===== src/rtl/shift_sequencer_pkg.sv =====
// Shared encodings for the multi-cycle shift sequencer.
package shift_sequencer_pkg;

   // Shift operation encoding as presented on the op port
   typedef enum logic [1:0] {
      SHIFT_SLL = 2'b00,
      SHIFT_SRL = 2'b01,
      SHIFT_SRA = 2'b10,
      SHIFT_ROR = 2'b11
   } shift_op_t;

   // Sequencer control states
   typedef enum logic [1:0] {
      IDLE  = 2'b00,
      SHIFT = 2'b01,
      DONE  = 2'b10
   } seq_state_t;

endpackage


===== src/rtl/shift_sequencer_shift_stage.sv =====
// Single power-of-two shift stage: shifts acc by 2^stage according to op.
module shift_stage
   import shift_sequencer_pkg::*;
#(
   parameter int unsigned WIDTH   = 32,
   parameter int unsigned SHAMT_W = $clog2(WIDTH),
   parameter int unsigned STAGE_W = $clog2(SHAMT_W)
) (
   input  logic [WIDTH-1:0]   acc,
   input  shift_op_t          op,
   input  logic [STAGE_W-1:0] stage,
   output logic [WIDTH-1:0]   shifted
);

   logic [SHAMT_W-1:0]   amt;
   logic [2*WIDTH-1:0]   rot;

   // Select the shift flavour for a distance of 2^stage
   always_comb begin
      amt     = SHAMT_W'(1) << stage;
      rot     = {acc, acc} >> amt;
      shifted = acc;
      unique case (op)
         SHIFT_SLL: shifted = acc << amt;
         SHIFT_SRL: shifted = acc >> amt;
         SHIFT_SRA: shifted = $signed(acc) >>> amt;
         SHIFT_ROR: shifted = rot[WIDTH-1:0];
         default:   shifted = acc;
      endcase
   end

endmodule


===== src/rtl/shift_sequencer.sv =====
// Multi-cycle shift controller: one request is applied over SHAMT_W cycles
// through a single shift stage, largest stage first.
module shift_sequencer
   import shift_sequencer_pkg::*;
#(
   parameter int unsigned WIDTH   = 32,
   parameter int unsigned SHAMT_W = $clog2(WIDTH)
) (
   input  logic               clock,
   input  logic               reset,
   input  logic               in_valid,
   output logic               in_ready,
   input  logic [1:0]         op,
   input  logic [WIDTH-1:0]   data_operand,
   input  logic [SHAMT_W-1:0] shamt,
   output logic               out_valid,
   input  logic               out_ready,
   output logic [WIDTH-1:0]   result,
   output logic               busy
);

   localparam int unsigned            STAGE_W    = $clog2(SHAMT_W);
   localparam logic [STAGE_W-1:0]     LAST_STAGE = STAGE_W'(SHAMT_W - 1);

   seq_state_t          state;
   logic [WIDTH-1:0]    acc;
   shift_op_t           op_q;
   logic [SHAMT_W-1:0]  shamt_q;
   logic [STAGE_W-1:0]  stage;
   logic [WIDTH-1:0]    shifted;

   shift_stage #(
      .WIDTH   (WIDTH),
      .SHAMT_W (SHAMT_W),
      .STAGE_W (STAGE_W)
   ) u_stage (
      .acc     (acc),
      .op      (op_q),
      .stage   (stage),
      .shifted (shifted)
   );

   assign result = acc;

   // Control FSM with registered handshake and busy outputs
   always_ff @(posedge clock) begin
      if (reset) begin
         state     <= IDLE;
         acc       <= '0;
         op_q      <= SHIFT_SLL;
         shamt_q   <= '0;
         stage     <= '0;
         in_ready  <= 1'b1;
         out_valid <= 1'b0;
         busy      <= 1'b0;
      end else begin
         unique case (state)
            IDLE: begin
               // in_ready is always high in IDLE, so in_valid alone is the accept
               if (in_valid) begin
                  acc      <= data_operand;
                  op_q     <= shift_op_t'(op);
                  shamt_q  <= shamt;
                  stage    <= LAST_STAGE;
                  state    <= SHIFT;
                  in_ready <= 1'b0;
                  busy     <= 1'b1;
               end
            end
            SHIFT: begin
               if (shamt_q[stage]) acc <= shifted;
               if (stage == '0) begin
                  state     <= DONE;
                  out_valid <= 1'b1;
               end else begin
                  stage <= stage - STAGE_W'(1);
               end
            end
            DONE: begin
               if (out_ready) begin
                  state     <= IDLE;
                  out_valid <= 1'b0;
                  busy      <= 1'b0;
                  in_ready  <= 1'b1;
               end
            end
            default: begin
               state     <= IDLE;
               in_ready  <= 1'b1;
               out_valid <= 1'b0;
               busy      <= 1'b0;
            end
         endcase
      end
   end

endmodule

===== config.mk =====
export PLATFORM = sky130hd
export DESIGN_NAME = shift_sequencer
export DESIGN_NICKNAME = d
export VERILOG_FILES = /design/src/rtl/shift_sequencer_pkg.sv /design/src/rtl/shift_sequencer_shift_stage.sv /design/src/rtl/shift_sequencer.sv
export SDC_FILE = /design/constraint.sdc
export NUM_CORES = 1
export LEC_CHECK = 0
export BUFFER_PORTS_ARGS = -buffer_cell sky130_fd_sc_hd__buf_4
export CELL_PAD_IN_SITES_DETAIL_PLACEMENT = 1
export CELL_PAD_IN_SITES_GLOBAL_PLACEMENT = 1
export CORE_ASPECT_RATIO = 0.6
export CORE_MARGIN = 2
export CORE_UTILIZATION = 40
export DETAILED_ROUTE_END_ITERATION = 6
export PLACE_DENSITY = 0.87
export REMOVE_ABC_BUFFERS = 1
export SLEW_MARGIN = 10
export SYNTH_ARGS = -nofsm -noshare
export SYNTH_HDL_FRONTEND = slang
export SYNTH_HIERARCHICAL = 1
export SYNTH_SLANG_ARGS = --single-unit

===== constraint.sdc =====
create_clock -name clock -period 3.1 [get_ports clock]
set_input_delay 0.31 -clock clock [delete_from_list [all_inputs] [get_ports clock]]
set_output_delay 0.31 -clock clock [all_outputs]
set_load 0.01 [all_outputs]

==> results of run 1 <==
## power groups by stage
stage | Combinational (W) | Clock [W] | Sequential [W]
2_1_floorplan | 0.000979 | 0 | 0.000994
3_3_place_gp | 0.00179 | 0 | 0.00108
3_5_place_dp | 0.00181 | 0 | 0.00108
4_1_cts | 0.00182 | 0.000773 | 0.00107
5_1_grt | 0.00200 | 0.000810 | 0.00111
6_report | 0.00191 | 0.000772 | 0.00110
## cell type report
type / instances / area [um^2]
Fill cell: 1958 / 8210
Multi-Input combinational cell: 725 / 4600
Timing Repair Buffer: 133 / 1040
Sequential cell: 47 / 950
Tap cell: 203 / 254
Clock buffer: 5 / 125
Inverter: 22 / 82.6
Clock inverter: 3 / 71.3
## critical path, delay by kind of cell, from the launching register on
| family | cells | cell delay, ns |
|---|---|---|
| AND/OR/NAND/NOR | 2 | 0.57 |
| AO/OA/AOI/OAI | 4 | 1.12 |
| buffers and inverters | 1 | 0.46 |
| flip-flops | 1 | 0.57 |
## path summary, 6_finish.rpt
| check | startpoint | to | cells after the start |
|---|---|---|---|
| max | stage[1] | result[7] | 7 |
| min | shamt[1] | shamt_q[1] | 3 |
| max reg2reg | stage[1] | result[7] | 7 |
| min reg2reg | shamt_q[3] | shamt_q[3] | 2 |
## routing by layer
| layer | part of all wire | routed length [um] | global-route usage |
|---|---|---|---|
| met5 | 0 | 0 | 0 |
| met2 | 0.38 | 12900 | 0.564 |
| met4 | 0.043 | 1440 | 0.124 |
| met1 | 0.42 | 14300 | 0.575 |
| met3 | 0.15 | 5150 | 0.148 |
## cells in the mapped netlist, types with 7 or more instances
master and number:
a211oi_1 11, buf_6 13, o221ai_1 12, a32oi_1 8, nor2_1 100, buf_4 8, a31oi_1 11, dfxtp_1 47
clkbuf_1 55, o22ai_1 25, a22oi_2 30, a221oi_1 14, and2_1 8, nand4_1 8, nor3_1 16, a21boi_0 7
nand2b_1 47, a21oi_1 63, inv_1 19, mux2i_1 27, nand2_1 93, a22oi_1 12, mux2_2 7, buf_2 33
o21ai_0 77, o211ai_1 18, nor2b_1 16, nand3_1 23
## cells by family (layout without fill, tap and decap cells)
logic type	count (synthesis)	in the layout	share of synthesized area
compound gates	343	343	0.393
xor+xnor	1	1	0.00140
fa+ha+maj	2	2	0.00400
buf+inv	137	163	0.117
flops	47	47	0.150
mux	38	38	0.0702
simple gates	341	341	0.264
## sequential cells by signal, indices dropped and copies added (netlist names)
signal	cells
busy	1
op_q	2
out_valid	1
result	32
in_ready	1
shamt_q	5
state	2
stage	3
## stage by stage
step	utilization	instances	hold slack (ns)	setup slack (ns)	setup TNS, ns
final	0.464	1138	0.231	0.290	0
after global routing	0.464	1138	0.246	0.187	0
after CTS	0.464	1138	0.242	0.430	0
after detailed placement	0.452	1130	0.492	0.461	0
after global placement	0.452	1130	0.473	0.496	0
after floorplan	-	794	0.379	-0.990	-29.89
==> out/metrics.csv, run 1 <==
stage;metric;value;unit
status;status;complete, no violations;
clocking;clk buf depth;2;
sta;FMAX;356;MHz
die;num ports;78;
place;Placed Instance Area;0.00692;mm^2
sta;Period minus WS final;2.81;ns
place;Final HPWL DP;23600;um
routing;DRC violations left;0;
setup_path;highest-delay cell along the critical path;dfxtp_2;
grt;initial antenna violation count;1;
die;Die X;165;um
setup_path;crit-path max cell delay;0.57;ns
pwr;Net Sw Frac;0.491;
clocking;htree depth;2;
die;Initial Utilization;0.408;
synth;#FFs+latches synth;47;
synth;Synth Instances;909;
finish;commonest cells after routing, fill and taps aside;buf_4 (130), nor2_1 (99), nand2_1 (93), o21ai_0 (77), a21oi_1 (63);
routing;Wirelength per Cell;29.7;um
setup_path;worst-path fanout max;33;
pwr;Pwr Total;0.00378;W
setup_path;CP Launch Type;flip-flop;
synth;Synth area leader;dfxtp_1;
place;I/O Buffers;77;
pwr;clock network power share;0.204;
synth;Mean Syn Cell Area;6.89;um^2
die;die height;101;um
clocking;CTS tree;yes;
clocking;total CTS buffers;5;
grt;first-pass GRT wire length;50300;um
pwr;Leak Pwr;2.69;nW
finish;n_diodes;0;
synth;Cell Area, Synth;0.00626;mm^2
min_path;min-delay worst type;in -> reg;
sta;Max Slew Vio Count;0;
sta;Finish-stage setup viols;0;
routing;Total Wirelength;33800;um
die;Die ar.;0.0167;mm^2
finish;most common cell after layout, fill and taps aside;buf_4;
synth;ys flop type;dfxtp_1;
routing;drt first-iter violations;1516;
grt;vias in the first global route;7783;
clocking;clock latency on the worst-skew pair;0.31;ns
sta;Final Skew;0.0140;ns
setup_path;R2R setup slack;0.29;ns
synth;Synth warnings;6;
clocking;clock sink count;47;
die;row count;35;
clocking;Post-CTS Setup Inserts;0;
routing;Vias/cell;7.16;
pwr;pwr dens;532;mW/mm^2
setup_path;CP cell instances;buf_4 -> and2_1 -> a32o_1 -> nor3_1 -> o311ai_1 -> o21ai_0 -> a22oi_2;
clocking;CTS Hold Buffers Added;0;
finish;final instance area;0.00712;mm^2
synth;sequential area share after synthesis;0.150;
grt;Total GRT Usage;0.405;
setup_path;CP Class;reg -> reg;
die;Core ar.;0.0153;mm^2
finish;share of cells above drive strength 1;0.221;
grt;largest net degree at the start of global routing;50;
place;gpl congestion;1.05;
pwr;switching power;0.00186;W
setup_path;Worst setup EP type;flip-flop;
synth;dominant cells by area after synthesis;dfxtp_1 (15%), o21ai_0 (6.2%), a22oi_2 (6.0%);
setup_path;data required time of the critical path;3.34;ns
synth;EDFF count, synth;0;
synth;Netlist cell types;83;
job;max_cap viols;0;
pwr;Internal;0.00193;W
clocking;Worst-path clk slew;0.08;ns
routing;via count;8146;
pwr;Comb pwr share;0.504;
grt;GRT overflow;0;
finish;area grow syn2layout;13.7;%
finish;Final nets;979;
setup_path;CP arrival;3.05;ns
sta;relative slew slack;0.283;
pwr;maximum VDD drop;270;uV
routing;Initial DRT Pass Iterations;6;
sta;final worst path period share;0.907;
pwr;sequential power share;0.292;
routing;Routed Antenna Nets;0;
clocking;root buf cell;clkbuf_16;
synth;Async SR Flop Fraction;0;
sta;Final Hold Vio Count;0;
sta;RSZ-0062 raised after global routing;false;
clocking;post_cts resized;0;
synth;Yosys top cell area share;0.150;
sta;Slew @ Worst Pin;1.07;ns
No activity file was read; power rests on OpenSTA's default activity.
==> run 2: changes to the inputs <==
--- a/config.mk
+++ b/config.mk
@@ -12,10 +12,9 @@
 export CORE_MARGIN = 2
 export CORE_UTILIZATION = 40
 export DETAILED_ROUTE_END_ITERATION = 6
-export PLACE_DENSITY = 0.87
+export PLACE_DENSITY = 0.86
 export REMOVE_ABC_BUFFERS = 1
 export SLEW_MARGIN = 10
 export SYNTH_ARGS = -nofsm -noshare
 export SYNTH_HDL_FRONTEND = slang
-export SYNTH_HIERARCHICAL = 1
 export SYNTH_SLANG_ARGS = --single-unit
==> run 2 against run 1 <==
  * The run now ends with negative setup slack left
  * Wire length increased by 48%
  * Clock skew fell by 0.0011 ns
  * Die area is 13% higher
  * Sequential power fell by 23%
  * Critical endpoint is now result[30]
  * Critical path depth is 5 higher
==> out/metrics.csv, run 2 <==
stage;metric;value;unit;change
setup_path;CP Class;reg -> reg;;
finish;most common cell after layout, fill and taps aside;buf_4;;
routing;Initial DRT Pass Iterations;6;;unchanged
clocking;clock sink count;47;;unchanged
sta;Slew @ Worst Pin;0.989;ns;-0.0824 ns
die;Core ar.;0.0172;mm^2;+12%
sta;RSZ-0062 raised after global routing;true;;
clocking;Worst-path clk slew;0.09;ns;about the same
synth;ys flop type;dfxtp_1;;
finish;fin cells;1406;;+24%
min_path;hold depth;3;;unchanged
routing;Vias/cell;7.60;;+6.2%
die;row count;37;;+5.7%
routing;Wirelength per Cell;35.5;um;+20%
routing;DRC violations left;0;;unchanged
pwr;pwr dens;501;mW/mm^2;-5.8%
synth;Synth Instances;1002;;+10%
sta;FMAX;321;MHz;-9.9%
pwr;Leak Pwr;3.77;nW;+40%
synth;Netlist cell types;88;;+6.0%
setup_path;R2R cell count;12;;+5
synth;Synth area leader;dfxtp_1;;
setup_path;worst-path fanout max;15;;-55%
sta;final worst path period share;1.01;;+0.0999
clocking;clk buf depth;2;;unchanged
setup_path;crit path buf inv count;4;;+3
routing;via count;10700;;+31%
finish;share of cells above drive strength 1;0.335;;+0.114
finish;area grow syn2layout;32.4;%;
min_path;min-delay worst type;in -> reg;;
sta;Max Slew Vio Count;0;;unchanged
synth;Async SR Flop Fraction;0;;unchanged
place;I/O Buffers;77;;unchanged
setup_path;R2R setup slack;-0.02;ns;-0.31 ns
synth;Mean Syn Cell Area;7.07;um^2;+2.7%
die;Die ar.;0.0188;mm^2;+13%
setup_path;crit-path max cell delay;0.36;ns;-0.21 ns
status;failing checks;negative setup slack;;
setup_path;CP cell instances;inv_1 -> ha_2 -> buf_12 -> buf_4 -> buf_4 -> mux2_2 -> a22oi_1 -> o21ai_0 -> a31oi_1 -> o2111ai_1 -> nor2_2 -> a21oi_1;;
synth;Synth warnings;0;;-6
grt;GRT overflow;0;;unchanged
synth;sequential area share after synthesis;0.133;;-0.0175
synth;Yosys top cell area share;0.133;;-0.0175
routing;Routed Antenna Nets;0;;unchanged
sta;Final Skew;0.0129;ns;-0.00109 ns
clocking;CTS Hold Buffers Added;0;;unchanged
finish;max reg flops;32;;unchanged
clocking;htree depth;2;;unchanged
setup_path;Worst setup EP type;flip-flop;;
grt;largest net degree at the start of global routing;39;;-22%
die;Initial Utilization;0.411;;+0.00296
sta;setup TNS;-0.0284;ns;-0.0284 ns
finish;Final nets;1216;;+24%
clocking;clock latency on the worst-skew pair;0.33;ns;+0.02 ns
grt;first-pass GRT wire length;70400;um;+40%
synth;EDFF count, synth;0;;unchanged
synth;dominant cells by area after synthesis;dfxtp_1 (13%), a21oi_1 (6.6%), mux2i_1 (5.8%);;
clocking;CTS tree;yes;;
routing;drt first-iter violations;1913;;+26%
synth;list of most frequent post-synthesis cells;nand2_1 (104), a21oi_1 (94), nor2_1 (89), clkbuf_1 (77), o21ai_0 (61);;
grt;vias in the first global route;9800;;+26%
sta;Final Hold Vio Count;0;;unchanged
grt;Total GRT Usage;0.521;;+0.116
synth;#FFs+latches synth;47;;unchanged
setup_path;CP arrival;3.32;ns;+0.27 ns
setup_path;highest-delay cell along the critical path;ha_2;;
sta;Period minus WS final;3.12;ns;+0.310 ns
pwr;maximum VDD drop;279;uV;+3.1%
setup_path;Most common cell on crit path;buf_4;;
finish;final instance area;0.00938;mm^2;+32%
clocking;root buf cell;clkbuf_16;;
setup_path;cell family contributing the most delay on the critical path;compound AO/OA/AOI/OAI gates;;
place;gpl congestion;1.20;;+14%
sta;Worst Slack Setup Final;-0.0200;ns;-0.310 ns
synth;count leader, synth;nand2_1;;
die;Die X;176;um;+6.2%
place;Final HPWL DP;38500;um;+63%
die;num ports;78;;unchanged
job;max_cap viols;0;;unchanged
status;status;finished with violations;;
place;placed cells;1392;;+23%
grt;initial antenna violation count;3;;+2
setup_path;data required time of the critical path;3.31;ns;-0.03 ns
setup_path;CP Launch Type;flip-flop;;
sta;relative slew slack;0.338;;+0.0556
finish;commonest cells after routing, fill and taps aside;buf_4 (271), nand2_1 (104), a21oi_1 (92), nor2_1 (86), o21ai_0 (60);;
clocking;total CTS buffers;5;;unchanged
synth;Cell Area, Synth;0.00708;mm^2;+13%
die;die height;107;um;+6.1%
setup_path;Levels on crit path;12;;+5
routing;Total Wirelength;49900;um;+48%
place;Setup WS pre-CTS;-0.141;ns;-0.602 ns
place;Placed Instance Area;0.00900;mm^2;+30%
sta;Finish-stage setup viols;2;;+2
-- run 2: changes by cell type in the layout (fill, tap and decap cells not counted), sizes merged, moves of 10 or more --
cell     before  now
a21oi        65   95
a22oi        42   19
buf         133  281
mux2          7   28
mux2i        27   41
mux4          4   15
nand2        94  105
nand2b       47   19
nor2        100   90
nor4          2   13
o2111ai       0   12
o21ai        81   65
o22ai        26   41
-- run 2: what timing repair did --
action / in CTS / in global routing
gates resized for setup: 10 / 31
endpoints found under the setup margin: 10 / 24
pin swaps: 0 / 3
buffers inserted: 0 / 3
-- run 2: worst register-to-register path, cell delays in order (launching register included) --
cell,delay [ns]
dfxtp_1,0.34
inv_1,0.13
ha_2,0.36
buf_12,0.20
buf_4,0.18
buf_4,0.15
mux2_2,0.33
a22oi_1,0.14
o21ai_0,0.20
a31oi_1,0.36
o2111ai_1,0.22
nor2_2,0.25
a21oi_1,0.12
-- run 2: layout make-up --
cell class,instances,area (um^2)
fill,2187,7840
multi-input combinational,819,5700
timing repair buffer,281,2220
sequential,47,942
tap,234,293
clock buffer,5,125
inverter,14,52.6
clock inverter,3,46.3
antenna,3,7.51
-- run 2: path summary, 6_finish.rpt --
kind                                 start    endpoint
worst max-delay path              stage[1]  result[30]
worst min-delay path              shamt[2]  shamt_q[2]
worst max register to register    stage[1]  result[30]
worst min register to register  shamt_q[4]  shamt_q[4]
-- run 2: kinds of logic after synthesis --
family,after synthesis,share of synthesized area
AO/OA/AOI/OAI,400,0.386
adder cells (fa/ha/maj),5,0.00883
buffers and inverters,136,0.0903
flip-flops,47,0.133
multiplexers,84,0.151
AND/OR/NAND/NOR,330,0.231
-- run 2: through the flow --
| step | power [W] | hold slack, ns | util |
|---|---|---|---|
| after global placement | 0.00362 | 0.442 | 0.522 |
| after global routing | 0.00473 | 0.229 | 0.544 |
| after detailed placement | 0.00365 | 0.444 | 0.522 |
| after floorplan | 0.00211 | 0.379 | - |
| after CTS | 0.00439 | 0.223 | 0.535 |
| final | 0.00470 | 0.221 | 0.545 |
-- run 2: routing by layer --
| layer | global-route usage | up-vias | part of all wire |
|---|---|---|---|
| met5 | 0 | - | 0.00028 |
| met4 | 0.228 | 2 | 0.062 |
| met3 | 0.268 | 266 | 0.18 |
| met2 | 0.683 | 1098 | 0.36 |
| met1 | 0.698 | 5135 | 0.39 |
| li1 | - | 4191 | - |
-- run 2: where the power goes --
| part | switching [W] | internal, W |
|---|---|---|
| registers | 0.000176 | 0.000677 |
| clock network | 0.000341 | 0.000387 |
| logic | 0.00193 | 0.00119 |
| total | 0.00244 | 0.00225 |
